<file path="config.mk">
export PLATFORM = sky130hd
export DESIGN_NAME = zpulse_fifo_drain_flat
export DESIGN_NICKNAME = d
export VERILOG_FILES = /design/src/rtl/zdrain_pkg.sv /design/src/rtl/zpulse_fifo_drain_if.sv /design/src/rtl/zdrain_sdram_wr_port.sv /design/src/rtl/zpulse_fifo_drain.sv /design/src/flat_wrapper.sv
export SDC_FILE = /design/constraint.sdc
export NUM_CORES = 1
export LEC_CHECK = 0
export ABC_AREA = 1
export BUFFER_PORTS_ARGS = -buffer_cell sky130_fd_sc_hd__buf_2
export CORE_MARGIN = 2
export CORE_UTILIZATION = 44
export CTS_CLUSTER_DIAMETER = 200
export DETAILED_ROUTE_END_ITERATION = 12
export HOLD_SLACK_MARGIN = 0.12
export PLACE_DENSITY = 0.68
export REMOVE_ABC_BUFFERS = 1
export SETUP_SLACK_MARGIN = 0.2
export SLEW_MARGIN = 20
export SYNTH_ARGS = -nofsm -noshare
export SYNTH_HDL_FRONTEND = slang
export SYNTH_SLANG_ARGS = --single-unit
</file>
<file path="constraint.sdc">
create_clock -name clk -period 2.5 [get_ports clk]
set_input_delay 0.375 -clock clk [delete_from_list [all_inputs] [get_ports clk]]
set_output_delay 0.375 -clock clk [all_outputs]
set_load 0.03 [all_outputs]
</file>
<file path="src/rtl/zdrain_pkg.sv">
// Shared types, constants and address helper for the pulse-counter FIFO drain.
// ZDRAIN_TIMESTAMP_EN selects 4-word entries (lo, hi, frame, pad) instead of 2.
package zdrain_pkg;
  localparam int unsigned ADDR_W  = 24;
  localparam int unsigned WORD_W  = 16;
  localparam int unsigned DATA_W  = 32;
  localparam int unsigned BATCH_W = 8;
  localparam int unsigned STATE_W = 4;

`ifdef ZDRAIN_TIMESTAMP_EN
  localparam int unsigned WORDS_PER_ENTRY = 4;
`else
  localparam int unsigned WORDS_PER_ENTRY = 2;
`endif
  localparam int unsigned WORD_SEL_W = $clog2(WORDS_PER_ENTRY);

  typedef logic [STATE_W-1:0] state_t;

  localparam logic [3:0] S_IDLE   = 4'd0;
  localparam logic [3:0] S_POP    = 4'd1;
  localparam logic [3:0] S_LATCH  = 4'd2;
  localparam logic [3:0] S_WR_LO  = 4'd3;
  localparam logic [3:0] S_WR_HI  = 4'd4;
  localparam logic [3:0] S_WR_TS  = 4'd5;
  localparam logic [3:0] S_WR_PAD = 4'd6;
  localparam logic [3:0] S_ADV    = 4'd7;
  localparam logic [3:0] S_DONE   = 4'd8;

  // base + {entry, word}, modulo 2**ADDR_W
  function automatic logic [ADDR_W-1:0] addr_compose(input logic [ADDR_W-1:0] base,
                                                     input logic [ADDR_W-1:0] entry,
                                                     input logic [1:0]        k);
    logic [ADDR_W-1:0] off;
    off = (entry << WORD_SEL_W) | ADDR_W'(k);
    return base + off;
  endfunction
endpackage

</file>
<file path="src/rtl/zpulse_fifo_drain_if.sv">
// FIFO read, scheduler grant and SDRAM write signals of the drain block.
interface zpulse_fifo_drain_if;
  import zdrain_pkg::*;

  logic              fifo_is_empty;
  logic              rd_fifo;
  logic [DATA_W-1:0] fifo_data;
  logic              iDrain_Schedule;
  logic              oDrain_Done;
  logic [ADDR_W-1:0] oSDRAM_Wr_Addr;
  logic [WORD_W-1:0] oSDRAM_Wr_Data;
  logic              oSDRAM_Wr_Req;
  logic              iSDRAM_Wr_Done;

  modport master (
    input  fifo_is_empty, fifo_data, iDrain_Schedule, iSDRAM_Wr_Done,
    output rd_fifo, oDrain_Done, oSDRAM_Wr_Addr, oSDRAM_Wr_Data, oSDRAM_Wr_Req
  );

  modport slave (
    output fifo_is_empty, fifo_data, iDrain_Schedule, iSDRAM_Wr_Done,
    input  rd_fifo, oDrain_Done, oSDRAM_Wr_Addr, oSDRAM_Wr_Data, oSDRAM_Wr_Req
  );
endinterface

</file>
<file path="src/rtl/zdrain_sdram_wr_port.sv">
// Single-word SDRAM write handshake: load addr/data, hold Req until Done, ack.
module zdrain_sdram_wr_port
  import zdrain_pkg::*;
(
  input  logic              clk,
  input  logic              rst,
  input  logic              i_load,
  input  logic [ADDR_W-1:0] i_addr,
  input  logic [WORD_W-1:0] i_data,
  input  logic              i_wr_done,
  output logic              o_req,
  output logic [ADDR_W-1:0] o_addr,
  output logic [WORD_W-1:0] o_data,
  output logic              o_ack_c
);
  logic              r_req;
  logic [ADDR_W-1:0] r_addr;
  logic [WORD_W-1:0] r_data;

  // A done pulse only counts while a request is outstanding
  assign o_ack_c = r_req & i_wr_done;

  always_ff @(posedge clk) begin
    if (rst) begin
      r_req  <= 1'b0;
      r_addr <= '0;
      r_data <= '0;
    end else if (o_ack_c) begin
      r_req <= 1'b0;
    end else if (i_load) begin
      r_req  <= 1'b1;
      r_addr <= i_addr;
      r_data <= i_data;
    end
  end

  assign o_req  = r_req;
  assign o_addr = r_addr;
  assign o_data = r_data;
endmodule

</file>
<file path="src/rtl/zpulse_fifo_drain.sv">
// Drains pulse-count FIFO entries into an SDRAM ring, one batch per scheduler grant.
// Optional ZDRAIN_TIMESTAMP_EN adds sync_50Hz and a frame-stamp word per entry.
module zpulse_fifo_drain
  import zdrain_pkg::*;
#(
  parameter logic [23:0] BASE_ADDR  = 24'h400000,
  parameter int unsigned DEPTH_LOG2 = 10,
  parameter int unsigned BATCH_MAX  = 16
) (
  input  logic                  clk,
  input  logic                  rst,
  input  logic                  en,
`ifdef ZDRAIN_TIMESTAMP_EN
  input  logic                  sync_50Hz,
`endif
  zpulse_fifo_drain_if.master   bus,
  output logic [DEPTH_LOG2-1:0] oWr_Ptr,
  output logic                  oWrapped
);
  state_t                r_state;
  state_t                w_state_nxt;
  logic [DEPTH_LOG2-1:0] r_ptr;
  logic                  r_wrapped;
  logic                  r_rd_fifo;
  logic                  r_done;
  logic [DATA_W-1:0]     r_hold;
  logic [BATCH_W-1:0]    r_batch;
  logic [BATCH_W-1:0]    w_batch_inc;
  logic                  w_in_wr;
  logic                  w_load;
  logic [1:0]            w_word;
  logic [WORD_W-1:0]     w_word_data;
  logic                  w_req;
  logic                  w_ack;
  logic [ADDR_W-1:0]     w_addr;
  logic [WORD_W-1:0]     w_data;

`ifdef ZDRAIN_TIMESTAMP_EN
  logic [WORD_W-1:0] r_frame;
  logic [WORD_W-1:0] r_ts_hold;

  always_ff @(posedge clk) begin
    if (rst) begin
      r_frame   <= '0;
      r_ts_hold <= '0;
    end else begin
      if (sync_50Hz) r_frame <= r_frame + 1'b1;
      if (r_state == S_LATCH) r_ts_hold <= r_frame;
    end
  end
`endif

  assign w_batch_inc = r_batch + 1'b1;

  // Next state, plus which word of the current entry the write port carries
  always_comb begin
    w_state_nxt = r_state;
    w_in_wr     = 1'b0;
    w_word      = 2'd0;
    w_word_data = r_hold[15:0];
    case (r_state)
      S_IDLE:  if (bus.iDrain_Schedule && en)
                 w_state_nxt = bus.fifo_is_empty ? S_DONE : S_POP;
      S_POP:   w_state_nxt = S_LATCH;
      S_LATCH: w_state_nxt = S_WR_LO;
      S_WR_LO: begin
        w_in_wr = 1'b1;
        if (w_ack) w_state_nxt = S_WR_HI;
      end
      S_WR_HI: begin
        w_in_wr     = 1'b1;
        w_word      = 2'd1;
        w_word_data = r_hold[31:16];
`ifdef ZDRAIN_TIMESTAMP_EN
        if (w_ack) w_state_nxt = S_WR_TS;
      end
      S_WR_TS: begin
        w_in_wr     = 1'b1;
        w_word      = 2'd2;
        w_word_data = r_ts_hold;
        if (w_ack) w_state_nxt = S_WR_PAD;
      end
      S_WR_PAD: begin
        w_in_wr     = 1'b1;
        w_word      = 2'd3;
        w_word_data = 16'h0000;
        if (w_ack) w_state_nxt = S_ADV;
      end
`else
        if (w_ack) w_state_nxt = S_ADV;
      end
`endif
      S_ADV:   w_state_nxt = (w_batch_inc == 8'(BATCH_MAX) || bus.fifo_is_empty) ? S_DONE : S_POP;
      S_DONE:  if (!bus.iDrain_Schedule) w_state_nxt = S_IDLE;
      default: w_state_nxt = S_IDLE;
    endcase
  end

  // Each word gets one idle-Req setup cycle in its state, then one request
  assign w_load = w_in_wr & ~w_req;

  always_ff @(posedge clk) begin
    if (rst) begin
      r_state   <= S_IDLE;
      r_ptr     <= '0;
      r_wrapped <= 1'b0;
      r_rd_fifo <= 1'b0;
      r_done    <= 1'b0;
      r_hold    <= '0;
      r_batch   <= '0;
    end else begin
      r_state   <= w_state_nxt;
      r_rd_fifo <= (w_state_nxt == S_POP);
      r_done    <= (w_state_nxt == S_DONE);
      if (r_state == S_IDLE)  r_batch <= '0;
      if (r_state == S_LATCH) r_hold  <= bus.fifo_data;
      if (r_state == S_ADV) begin
        r_batch <= w_batch_inc;
        r_ptr   <= r_ptr + 1'b1;
        if (&r_ptr) r_wrapped <= 1'b1;
      end
    end
  end

  zdrain_sdram_wr_port u_wr_port (
    .clk       (clk),
    .rst       (rst),
    .i_load    (w_load),
    .i_addr    (addr_compose(BASE_ADDR, ADDR_W'(r_ptr), w_word)),
    .i_data    (w_word_data),
    .i_wr_done (bus.iSDRAM_Wr_Done),
    .o_req     (w_req),
    .o_addr    (w_addr),
    .o_data    (w_data),
    .o_ack_c   (w_ack)
  );

  assign bus.rd_fifo        = r_rd_fifo;
  assign bus.oDrain_Done    = r_done;
  assign bus.oSDRAM_Wr_Req  = w_req;
  assign bus.oSDRAM_Wr_Addr = w_addr;
  assign bus.oSDRAM_Wr_Data = w_data;
  assign oWr_Ptr            = r_ptr;
  assign oWrapped           = r_wrapped;
endmodule
</file>
<file path="src/flat_wrapper.sv">
// flat-port wrapper written by rule: the top's interface ports become plain ports
module zpulse_fifo_drain_flat import zdrain_pkg::*;
#(
  parameter logic [23:0] BASE_ADDR  = 24'h400000,
  parameter int unsigned DEPTH_LOG2 = 10,
  parameter int unsigned BATCH_MAX  = 16
)
  (clk, rst, en, oWr_Ptr, oWrapped, bus_fifo_is_empty, bus_fifo_data, bus_iDrain_Schedule, bus_iSDRAM_Wr_Done, bus_rd_fifo, bus_oDrain_Done, bus_oSDRAM_Wr_Addr, bus_oSDRAM_Wr_Data, bus_oSDRAM_Wr_Req);
  zpulse_fifo_drain_if bus_i ();
  input  logic clk;
  input  logic rst;
  input  logic en;
  output logic [DEPTH_LOG2-1:0] oWr_Ptr;
  output logic oWrapped;
  input wire logic [$bits(bus_i.fifo_is_empty)-1:0] bus_fifo_is_empty;
  input wire logic [$bits(bus_i.fifo_data)-1:0] bus_fifo_data;
  input wire logic [$bits(bus_i.iDrain_Schedule)-1:0] bus_iDrain_Schedule;
  input wire logic [$bits(bus_i.iSDRAM_Wr_Done)-1:0] bus_iSDRAM_Wr_Done;
  output wire logic [$bits(bus_i.rd_fifo)-1:0] bus_rd_fifo;
  output wire logic [$bits(bus_i.oDrain_Done)-1:0] bus_oDrain_Done;
  output wire logic [$bits(bus_i.oSDRAM_Wr_Addr)-1:0] bus_oSDRAM_Wr_Addr;
  output wire logic [$bits(bus_i.oSDRAM_Wr_Data)-1:0] bus_oSDRAM_Wr_Data;
  output wire logic [$bits(bus_i.oSDRAM_Wr_Req)-1:0] bus_oSDRAM_Wr_Req;
  assign bus_i.fifo_is_empty = bus_fifo_is_empty;
  assign bus_i.fifo_data = bus_fifo_data;
  assign bus_i.iDrain_Schedule = bus_iDrain_Schedule;
  assign bus_i.iSDRAM_Wr_Done = bus_iSDRAM_Wr_Done;
  assign bus_rd_fifo = bus_i.rd_fifo;
  assign bus_oDrain_Done = bus_i.oDrain_Done;
  assign bus_oSDRAM_Wr_Addr = bus_i.oSDRAM_Wr_Addr;
  assign bus_oSDRAM_Wr_Data = bus_i.oSDRAM_Wr_Data;
  assign bus_oSDRAM_Wr_Req = bus_i.oSDRAM_Wr_Req;
  zpulse_fifo_drain #(.BASE_ADDR(BASE_ADDR), .DEPTH_LOG2(DEPTH_LOG2), .BATCH_MAX(BATCH_MAX)) u_core (.clk(clk), .rst(rst), .en(en), .bus(bus_i), .oWr_Ptr(oWr_Ptr), .oWrapped(oWrapped));
endmodule
</file>
### Word level (Yosys, flattened, before mapping)

Index checks and enable logic that the tools add are counted.

* input bits: 38
* register bits after elaboration: 98
* output and inout bits: 54
* logic and storage cells: 47

* bitwise logic cells: 5
* mux-type cells: 12
* equality and inequality tests: 9
* $add $sub $neg: 3
* reductions and logical operators: 8

Operator list (count)
* $pmux 4 s7: 1
* $add 23x24->24 const A: 1
* $mux 4: 6
* $mux 16: 1
* $mux 8: 2
* $or 11x1->11: 1
* $reduce_and 11->1: 1
* $add 10x1->10 const B: 1
* $add 8x1->8 const B: 1
* $eq 4x1->1 const B: 2
* $eq 4x2->1 const B: 2
* $eq 4x3->1 const B: 2
* $eq 4x4->1 const B: 2
* $eq 8x5->1 const B: 1
* $logic_not 4->1: 1
* $reduce_or 2->1: 2
* $and 1x1->1: 2
* $mux 1: 2
* $not 1->1: 2
* $reduce_and 2->1: 1
* $reduce_bool 2->1: 1
* $logic_and 1x1->1: 1
* $logic_or 1x1->1: 1

### Longest topological paths before layout

Gate-level depths: netlist of run 1.

* depth after elaboration: 6
* depth in mapped cells: 11
* depth with buffers taken out: 11

### Cells and area by module

Synthesis of run 1 repeated with hierarchy kept, for this count alone.

* cell total of the unflattened synthesis: 649
* area total of the unflattened synthesis: 4513.1 um^2

By module, submodules not included
* zpulse_fifo_drain: cells each 382, times used 1, area an instance 2544.9 um^2, seq. area each 1141.1 um^2
* zdrain_sdram_wr_port: cells each 267, times used 1, area an instance 1968.1 um^2, seq. area each 820.8 um^2

### Worst setup path before layout of run 1

Ideal clock, no wire load.

* path kind: register to register
* start point: register u_core.u_wr_port.r_req (netlist: u_core.u_wr_port.o_req)
* end point: register u_core.r_state[1]
* arrival: 1.289 ns
* required time: 2.391 ns
* library setup time: 0.109 ns
* cell stages (with the launch flop): 7
* buffers on the path: 0
* slack: 1.102 ns
* period minus slack after synthesis: 1.398 ns
* cells stage by stage: dfxtp_1 -> nand2_1 -> nand2_1 -> o21ai_1 -> nor3_1 -> or2_1 -> inv_1

* cells in the longest elaborated chain, start to end: 3
* elaborated cells between the ends (all ways): 4
* those cells by class: mux (3); bitwise (1)

Ends and longest elaborated chain
* start: declaration: line zdrain_sdram_wr_port.sv:16 `logic r_req;`
* start signal: assignment: line zdrain_sdram_wr_port.sv:25 `r_req <= 1'b0;`
* start signal: assignment: line zdrain_sdram_wr_port.sv:29 `r_req <= 1'b0;`
* start signal: assignment: line zdrain_sdram_wr_port.sv:31 `r_req <= 1'b1;`
* $and 1x1->1 (*): line zdrain_sdram_wr_port.sv:21 `assign o_ack_c = r_req & i_wr_done;`
* $mux 4 (on tied branches): line zpulse_fifo_drain.sv:90, zpulse_fifo_drain.sv:68
* $pmux 4 s7 (*): line zpulse_fifo_drain.sv:61 `case (r_state)`
* end signal: assignment: line zpulse_fifo_drain.sv:112 `r_state <= w_state_nxt;`
* end: declaration: line zpulse_fifo_drain.sv:20 `state_t r_state;`

Every way passes the cells marked *; elsewhere a longest branch is shown, timed or not.
A chain may end at the register's enable or synchronous reset.

### Worst setup path in the final report of run 1

* start point: register u_core.r_state[3]
* end point: register u_core.u_wr_port.r_data[0] (netlist: u_core.u_wr_port.o_data[0])

* cells in the longest elaborated chain, start to end: 5
* elaborated cells between the ends (all ways): 7
* those cells by class: eq/ne (2); mux (2); bitwise (1); reduce/logical (2)

Ends and longest elaborated chain
* $eq 4x2->1 or $eq 4x3->1 (tied branches): line zpulse_fifo_drain.sv:61
* $reduce_or 2->1 (no source line)
* $mux 1: line zpulse_fifo_drain.sv:61
* $and 1x1->1: line zpulse_fifo_drain.sv:100 `assign w_load = w_in_wr & ~w_req;`
* $reduce_and 2->1 (no source line)
* end signal: assignment: line zdrain_sdram_wr_port.sv:33 `r_data <= i_data;`
* end: declaration: line zdrain_sdram_wr_port.sv:18 `logic [WORD_W-1:0] r_data;`

Several ways; a longest one is shown, not always the timed one.

==> flow_summary_export.csv, run 1 <==
group,metric,value,unit
clocking,cts_sinks,86,
clocking,cts_resized,0,
timing,finalCriticalPeriod,1810,ps
setup_path,rr_worst_depth,6,
logic_synthesis,synth_top_area_frac,0.467,
clocking,cts_hold_buf,0,
timing,max_slew_margin,0.536,
logic_synthesis,ys_seq_area_frac,0.467,
timing,fin_skew,7.91,ps
grt,grt_overflow,0,
setup_path,critical_path_class,"reg -> reg",
clocking,cts_buffers,9,
clocking,cts_max_level,3,
logic_synthesis,synthCells,484,
grt,grtUsageTotal,0.183,
route,viasPerCell,4.97,
setup_path,cp_common_cell,"nor2_4",
route,drc,0,
timing,fin_crit_sh,0.723,
route,postRouteAntennaNets,0,
clocking,cts_buffer_depth,2,
timing,finalHoldViolCount,0,
logic_synthesis,synthTopCellsByArea,"dfxtp_1 47%, nor2_1 9.0%, nand2_1 7.9%",
logic_synthesis,ys_types,38,
route,wl,7.98,mm
die,core,8180,um2
logic_synthesis,yosysTopAreaCell,"dfxtp_1",
setup_path,crit_end,"u_core.u_wr_port.o_data[0]",
route,dr.pass1.iters,4,
clocking,cts.reportedPaths.clkPinSlew,100,ps
setup_path,crit_start,"u_core.r_state[3]",
pwr,totalPowerFinal,3.07,mW
clocking,insertion_delay,350,ps
setup_path,cpLargestDelayFamily,"simple AND/OR/NAND/NOR gates",
grt,grt_antenna_before_repair,0,
grt,grt_max_degree,56,
status,outcome,"finished clean",
setup_path,cpPeakStageDelay,530,ps
setup_path,critPathArrivalTime,2090,ps
route,drtIter0Drc,179,
timing,rsz0062_at_grt,"no",
logic_synthesis,synthesis.area,3680,um2
logic_synthesis,yosysWarningCount,0,
clocking,cts-root-buf,"clkbuf_8",
min_path,hp-class,"in -> reg",
route,vias,3260,
setup_path,rrSetupSlack,690,ps
cells_and_area,fill_cells,811,
route,detail_route.wl_per_cell,12.2,um
cells_and_area,drive_gt1_frac,0.225,
grt,grt_pass1_wl,13.2,mm
setup_path,endpoint_kind,"register",
clocking,post_cts_buffers,0,
clocking,cts_tree,"built",
pwr,irDropWorstVdd,341,uV
die,initial_core_util,0.451,
timing,slew_viol_final,0,
placed_design,gp_congestion,0.776,
job,cap_violations,0,
pwr,p_leak,1.90,nW
setup_path,crit_cells,6,
pwr,p_per_area,721,nW/um2
setup_path,rr_endpoint,"u_core.u_wr_port.o_data[0]",
cells_and_area,num_antenna_cells,0,
setup_path,r2r-start,"u_core.r_state[3]",
timing,fmax,0.553,GHz
placed_design,portBuffers,79,
die,die_w,95.5,um
cells_and_area,nets,586,
setup_path,path_buf_inv,0,
timing,tns,0,ps
die,ioPinCount,92,
cells_and_area,area_growth,15.6,%
timing,setup_viol_count_final,0,
logic_synthesis,synth-seq-cells,86,
setup_path,critPathMaxFanout,55,
die,die_y,95.5,um
timing,tightest_slew,696,ps
logic_synthesis,syn_avg_cell_area,7.61,um2
die,die-area,9120,um2
setup_path,cp_cell_sequence,"or2_4 > nor2_4 > nor2_4 > nor2_8 > o21ai_0 > a31oi_1",
placed_design,place_hpwl,5.34,mm
setup_path,cp_slowest_cell,"nor2_8",
grt,grt_pass1_vias,3013,
setup_path,critPathRequiredTime,2790,ps
min_path,hold_path_startpoint,"bus_fifo_data[2]",
die,rows,33,
setup_path,crit_path_start_kind,"register",
==> kinds of logic after synthesis <==
| logic type | Yosys count | share of synthesized area |
|---|---|---|
| buf+inv | 76 | 0.112 |
| compound gates | 118 | 0.170 |
| flops | 86 | 0.467 |
| fa+ha+maj | 2 | 0.00679 |
| other cells | 1 | 0.00102 |
| simple gates | 199 | 0.238 |
| xor+xnor | 2 | 0.00476 |
==> cell usage in the layout (no fill, tap or decap), types with 5 or more instances in the layout <==
master    instances
clkbuf_8          9
dfxtp_1          86
a21oi_1          28
a31oi_1          16
nor2_1           88
conb_1           12
o21ai_1          26
nand2_1          78
buf_2            79
nor3_1            5
inv_1            23
inv_2             6
buf_4             7
nand3_1           7
o21ai_0          44
==> synthesized netlist by cell type (all sizes together) <==
library cell and n:
nand3 8, or2 3, nor2 93, ha 2, nand3b 2, o21bai 1
inv 30, o21ai 70, clkbuf 11, o21a 1, nand4 2, dfxtp 86
nor4 1, a21oi 28, a31oi 16, conb 1, a211oi 1, buf 35
nand2 81, o211ai 1, nor3b 1, nor3 8, xor2 2
==> routing by layer <==
layer / track usage / vias up / wire [um]
met5: 0 / - / 0
met4: 0.0631 / 0 / 144
met3: 0.0411 / 16 / 511
met2: 0.316 / 107 / 3710
met1: 0.224 / 1470 / 3610
li1: - / 1667 / -
==> per-stage QoR <==
step / cell area, um2 / cells / worst slack, ps / util / hold slack [ps]
6_report: 4260 / 656 / 692 / 0.521 / 240
5_1_grt: 4260 / 656 / 501 / 0.521 / 236
4_1_cts: 4260 / 656 / 678 / 0.521 / 231
3_5_place_dp: 4010 / 640 / 748 / 0.490 / 460
3_3_place_gp: 4010 / 640 / 791 / 0.490 / 445
2_1_floorplan: 3430 / 449 / 595 / - / 444
==> layout make-up <==
cell class                 instances  area, um2  area share
clock buffer                       9        124      0.0291
clock inverter                     7        128      0.0300
inverter                          30        113      0.0265
multi-input combinational        333       1590       0.374
sequential                        86       1720       0.404
tap                              105        131      0.0309
timing repair buffer              86        448       0.105
==> flip-flops by register name, indices dropped and copies added, names as in the netlist <==
| name | flops |
|---|---|
| u_core.oWr_Ptr | 10 |
| u_core.u_wr_port.o_req | 1 |
| u_core.r_hold | 32 |
| u_core.u_wr_port.o_addr | 12 |
| u_core.r_batch | 8 |
| u_core.bus.oDrain_Done | 1 |
| u_core.bus.rd_fifo | 1 |
| u_core.u_wr_port.o_data | 16 |
| u_core.r_state | 4 |
| u_core.oWrapped | 1 |
==> how the worst min path moves through the flow <==
stage                             endpoint  slack [ps]  depth (start not counted)
finish                    u_core.r_hold[2]         240                          3
global route             u_core.r_hold[26]         240                          3
CTS                      u_core.r_hold[11]         230                          3
detailed placement         u_core.oWrapped         460                          2
global placement           u_core.oWrapped         440                          2
floorplan           u_core.bus.oDrain_Done         440                          1
==> tightest hold or removal path, stage by stage <==
cell	delay (ps)
buf_2	70
nor2_1	30
nor2_1	80
==> power breakdown <==
group	switching [mW]	leakage [nW]	internal [mW]	total [mW]
Clock	0.526	0.127	0.682	1.21
Combinational	0.240	1.08	0.114	0.354
Sequential	0.0488	0.695	1.46	1.51
Note: power is estimated with default switching activity, not from simulation.
==> inputs of run 2 (changes only) <==
ABC_AREA = 0   (was 1)
PLACE_DENSITY = 0.7   (was 0.68)
clock period = 1.5 ns   (was 2.5 ns; I/O delays follow)
==> flow_summary_export.csv, run 2 <==
group,metric,value,unit
status,outcome,"complete, but fails checks",
status,violations,"setup timing",
placed_design,gp_congestion,0.787,
die,die-area,9300,um2
pwr,p_per_area,884,nW/um2
cells_and_area,final_common_cell,"nand2_1",
clocking,cts.reportedPaths.clkPinSlew,90,ps
timing,timing.hold.ws,156,ps
job,cap_violations,0,
cells_and_area,drive_gt1_frac,0.380,
clocking,cts_buffer_depth,2,
grt,gr-usage-met3,0.0628,
grt,grtUsageTotal,0.220,
cells_and_area,layout.cells.non_filler,682,
grt,grt_pass1_wl,15.8,mm
setup_path,critical_path_class,"reg -> reg",
logic_synthesis,yosysTopAreaCell,"dfxtp_1",
grt,use_met1,0.271,
route,drtIter0Drc,179,
grt,top_usage_layer,"met2",
pwr,p_comb_frac,0.110,
cells_and_area,largest_reg_flops,32,
min_path,hp-class,"in -> reg",
die,ioPinCount,92,
logic_synthesis,syn_avg_cell_area,8.38,um2
route,wl,10.9,mm
logic_synthesis,synthSimpleGateAreaFrac,0.221,
logic_synthesis,muxShareOfSynthArea,0.0426,
placed_design,portBuffers,79,
grt,grt_pass1_vias,3354,
logic_synthesis,synthTopCellsByArea,"dfxtp_1 46%, nand2_1 9.6%, a21oi_1 7.6%",
placed_design,place_hpwl,5.63,mm
timing,setup_slack,-224,ps
route,viasPerCell,5.38,
timing,fin_skew,13.5,ps
setup_path,cpPeakStageDelay,400,ps
logic_synthesis,synth_compound_area_frac,0.170,
placed_design,dp.cells,617,
logic_synthesis,yosysWarningCount,0,
timing,fin_crit_sh,1.15,
logic_synthesis,synth_top_area_frac,0.458,
pwr,seq_power_share,0.486,
clocking,insertion_delay,350,ps
clocking,cts-root-buf,"clkbuf_8",
route,vias,3667,
setup_path,crit_path_start_kind,"register",
cells_and_area,num_antenna_cells,0,
clocking,cts_sinks,86,
cells_and_area,layout_common_cells,"89 x nand2_1, 76 x buf_2, 75 x dfxtp_1, 46 x a21oi_1, 31 x dlygate4sd3_1",
pwr,p_leak,2.11,nW
clocking,cts_buffers,9,
pwr,p_int,3.68,mW
pwr,irDropWorstVdd,613,uV
die,die_y,96.5,um
grt,grt_antenna_before_repair,0,
setup_path,endpoint_kind,"register",
timing,slew_viol_final,0,
die,initial_core_util,0.455,
setup_path,path_buf_inv,2,
die,rows,33,
logic_synthesis,yosysMostFrequentCell,"nand2_1",
grt,grt_overflow,0,
logic_synthesis,netlist_top_cells_count,"96 x nand2_1, 86 x dfxtp_1, 57 x a21oi_1",
setup_path,cp_slowest_cell,"or3b_4",
logic_synthesis,synth-edff-count,0,
logic_synthesis,ys_async_sr_fraction,0,
logic_synthesis,synthFlopType,"dfxtp_1",
setup_path,cpLargestDelayFamily,"compound AO/OA/AOI/OAI gates",
pwr,clkPwrFrac,0.404,
setup_path,critPathMaxFanout,6,
setup_path,cp_cell_sequence,"or3b_4 > a211oi_4 > buf_6 > buf_16 > nor2_4 > a211oi_2",
logic_synthesis,synthCells,449,
cells_and_area,fill_cells,680,
route,dr.pass1.iters,4,
cells_and_area,regMostFlops,"u_core.r_hold",
timing,rsz0062_at_grt,"yes",
timing,setup_viol_count_final,37,
timing,finalCriticalPeriod,1720,ps
setup_path,critPathRequiredTime,1760,ps
die,die_w,96.5,um
logic_synthesis,synth-seq-cells,86,
route,drc,0,
clocking,cts_max_level,3,
timing,finalHoldViolCount,0,
cells_and_area,nets,612,
grt,use_met2,0.379,
cells_and_area,multi_input_comb_area,2030,um2
grt,grt_max_degree,46,
logic_synthesis,ys_types,41,
die,core,8260,um2
pwr,sw_frac_of_total,0.239,
logic_synthesis,ys_seq_area_frac,0.458,
clocking,cts_tree,"built",
logic_synthesis,synth_fa_ha_area_frac,0.00665,
timing,fmax,0.580,GHz
pwr,p_sw,1.16,mW
route,detail_route.wl_per_cell,16.0,um
cells_and_area,ff_latch_area,1740,um2
setup_path,critPathArrivalTime,1990,ps
logic_synthesis,synth_top_family_by_area,"simple AND/OR/NAND/NOR gates",
logic_synthesis,synthesis.area,3760,um2
cells_and_area,area_growth,45.6,%
route,postRouteAntennaNets,0,
logic_synthesis,synth-xor-area-share,0.0163,
==> run 2: cell types whose count changed after synthesis, sizes merged, moves of 16 or more <==
cell	change
inv	-28
a211oi	+16
mux2i	+16
a21oi	+29
o21ai	-60
nor2	-57
==> run 2: final cells by class <==
cell class                      count  area share
Clock inverter                      5      0.0197
Multi-Input combinational cell    318       0.370
Sequential cell                    86       0.318
Tap cell                          105      0.0240
Inverter                            2     0.00137
Clock buffer                       11      0.0240
Timing Repair Buffer              155       0.243
==> run 2: metrics by stage <==
stage	area (um2)	util	setup TNS [ps]	setup WS [ps]	power (mW)
finish	5480	0.663	-3950	-224	4.84
global route	5480	0.663	-6920	-248	5.01
CTS	5180	0.627	-2480	-101	4.76
detailed placement	4300	0.521	-3270	-204	2.74
global placement	4300	0.521	-1760	-102	2.73
floorplan	3490	-	-59750	-2300	2.57
==> run 2: path summary, 6_finish.rpt <==
path | slack, ps | endpoint | start | cells past startpoint
worst max-delay path | -220 | u_core.u_wr_port.o_data[12] | u_core.r_state[2] | 6
worst min-delay path | 160 | u_core.r_hold[16] | bus_fifo_data[16] | 3
worst max register to register | -220 | u_core.u_wr_port.o_data[12] | u_core.r_state[2] | 6
worst min register to register | 460 | u_core.u_wr_port.o_addr[10] | u_core.u_wr_port.o_addr[10] | 2
==> run 2: worst reg2reg max path, delay by kind of cell, from the launching register on <==
kind	cells	cell delay (ps)
AOI/OAI and AO/OA	2	490
and+or+nand+nor	2	440
buffers and inverters	2	360
DFF	1	340
==> run 2: routing by layer <==
metal  up-vias  part of all wire
met5         -                 0
met4         0             0.014
met3        20             0.059
met2       148              0.52
met1      1748              0.41
li1       1751                 -
==> run 2: power groups by stage <==
stage | registers [mW] | clock network (mW) | logic [mW]
after global placement | 2.40 | 0 | 0.332
final | 2.35 | 1.95 | 0.534
after detailed placement | 2.40 | 0 | 0.336
after global routing | 2.35 | 2.08 | 0.569
after CTS | 2.35 | 1.97 | 0.440
after floorplan | 2.42 | 0 | 0.153
==> run 2: cells by family (layout without fill, tap and decap cells) <==
group / Yosys count / after routing
xor gates and xnor gates: 7 / 7
buffers and inverters: 56 / 173
other: 1 / 12
AOI/OAI and AO/OA: 98 / 98
DFF: 86 / 86
and+or+nand+nor: 183 / 183
muxes: 16 / 16
adders and majority gates: 2 / 2
==> run 2: repair_timing <==
item,4_1_cts,5_1_grt
pin swaps,22,9
buffers inserted,8,2
hold buffers,31,0
resized for setup,48,54
endpoints found under the hold margin,31,0
setup endpoints to repair,86,93
gates cloned,4,4
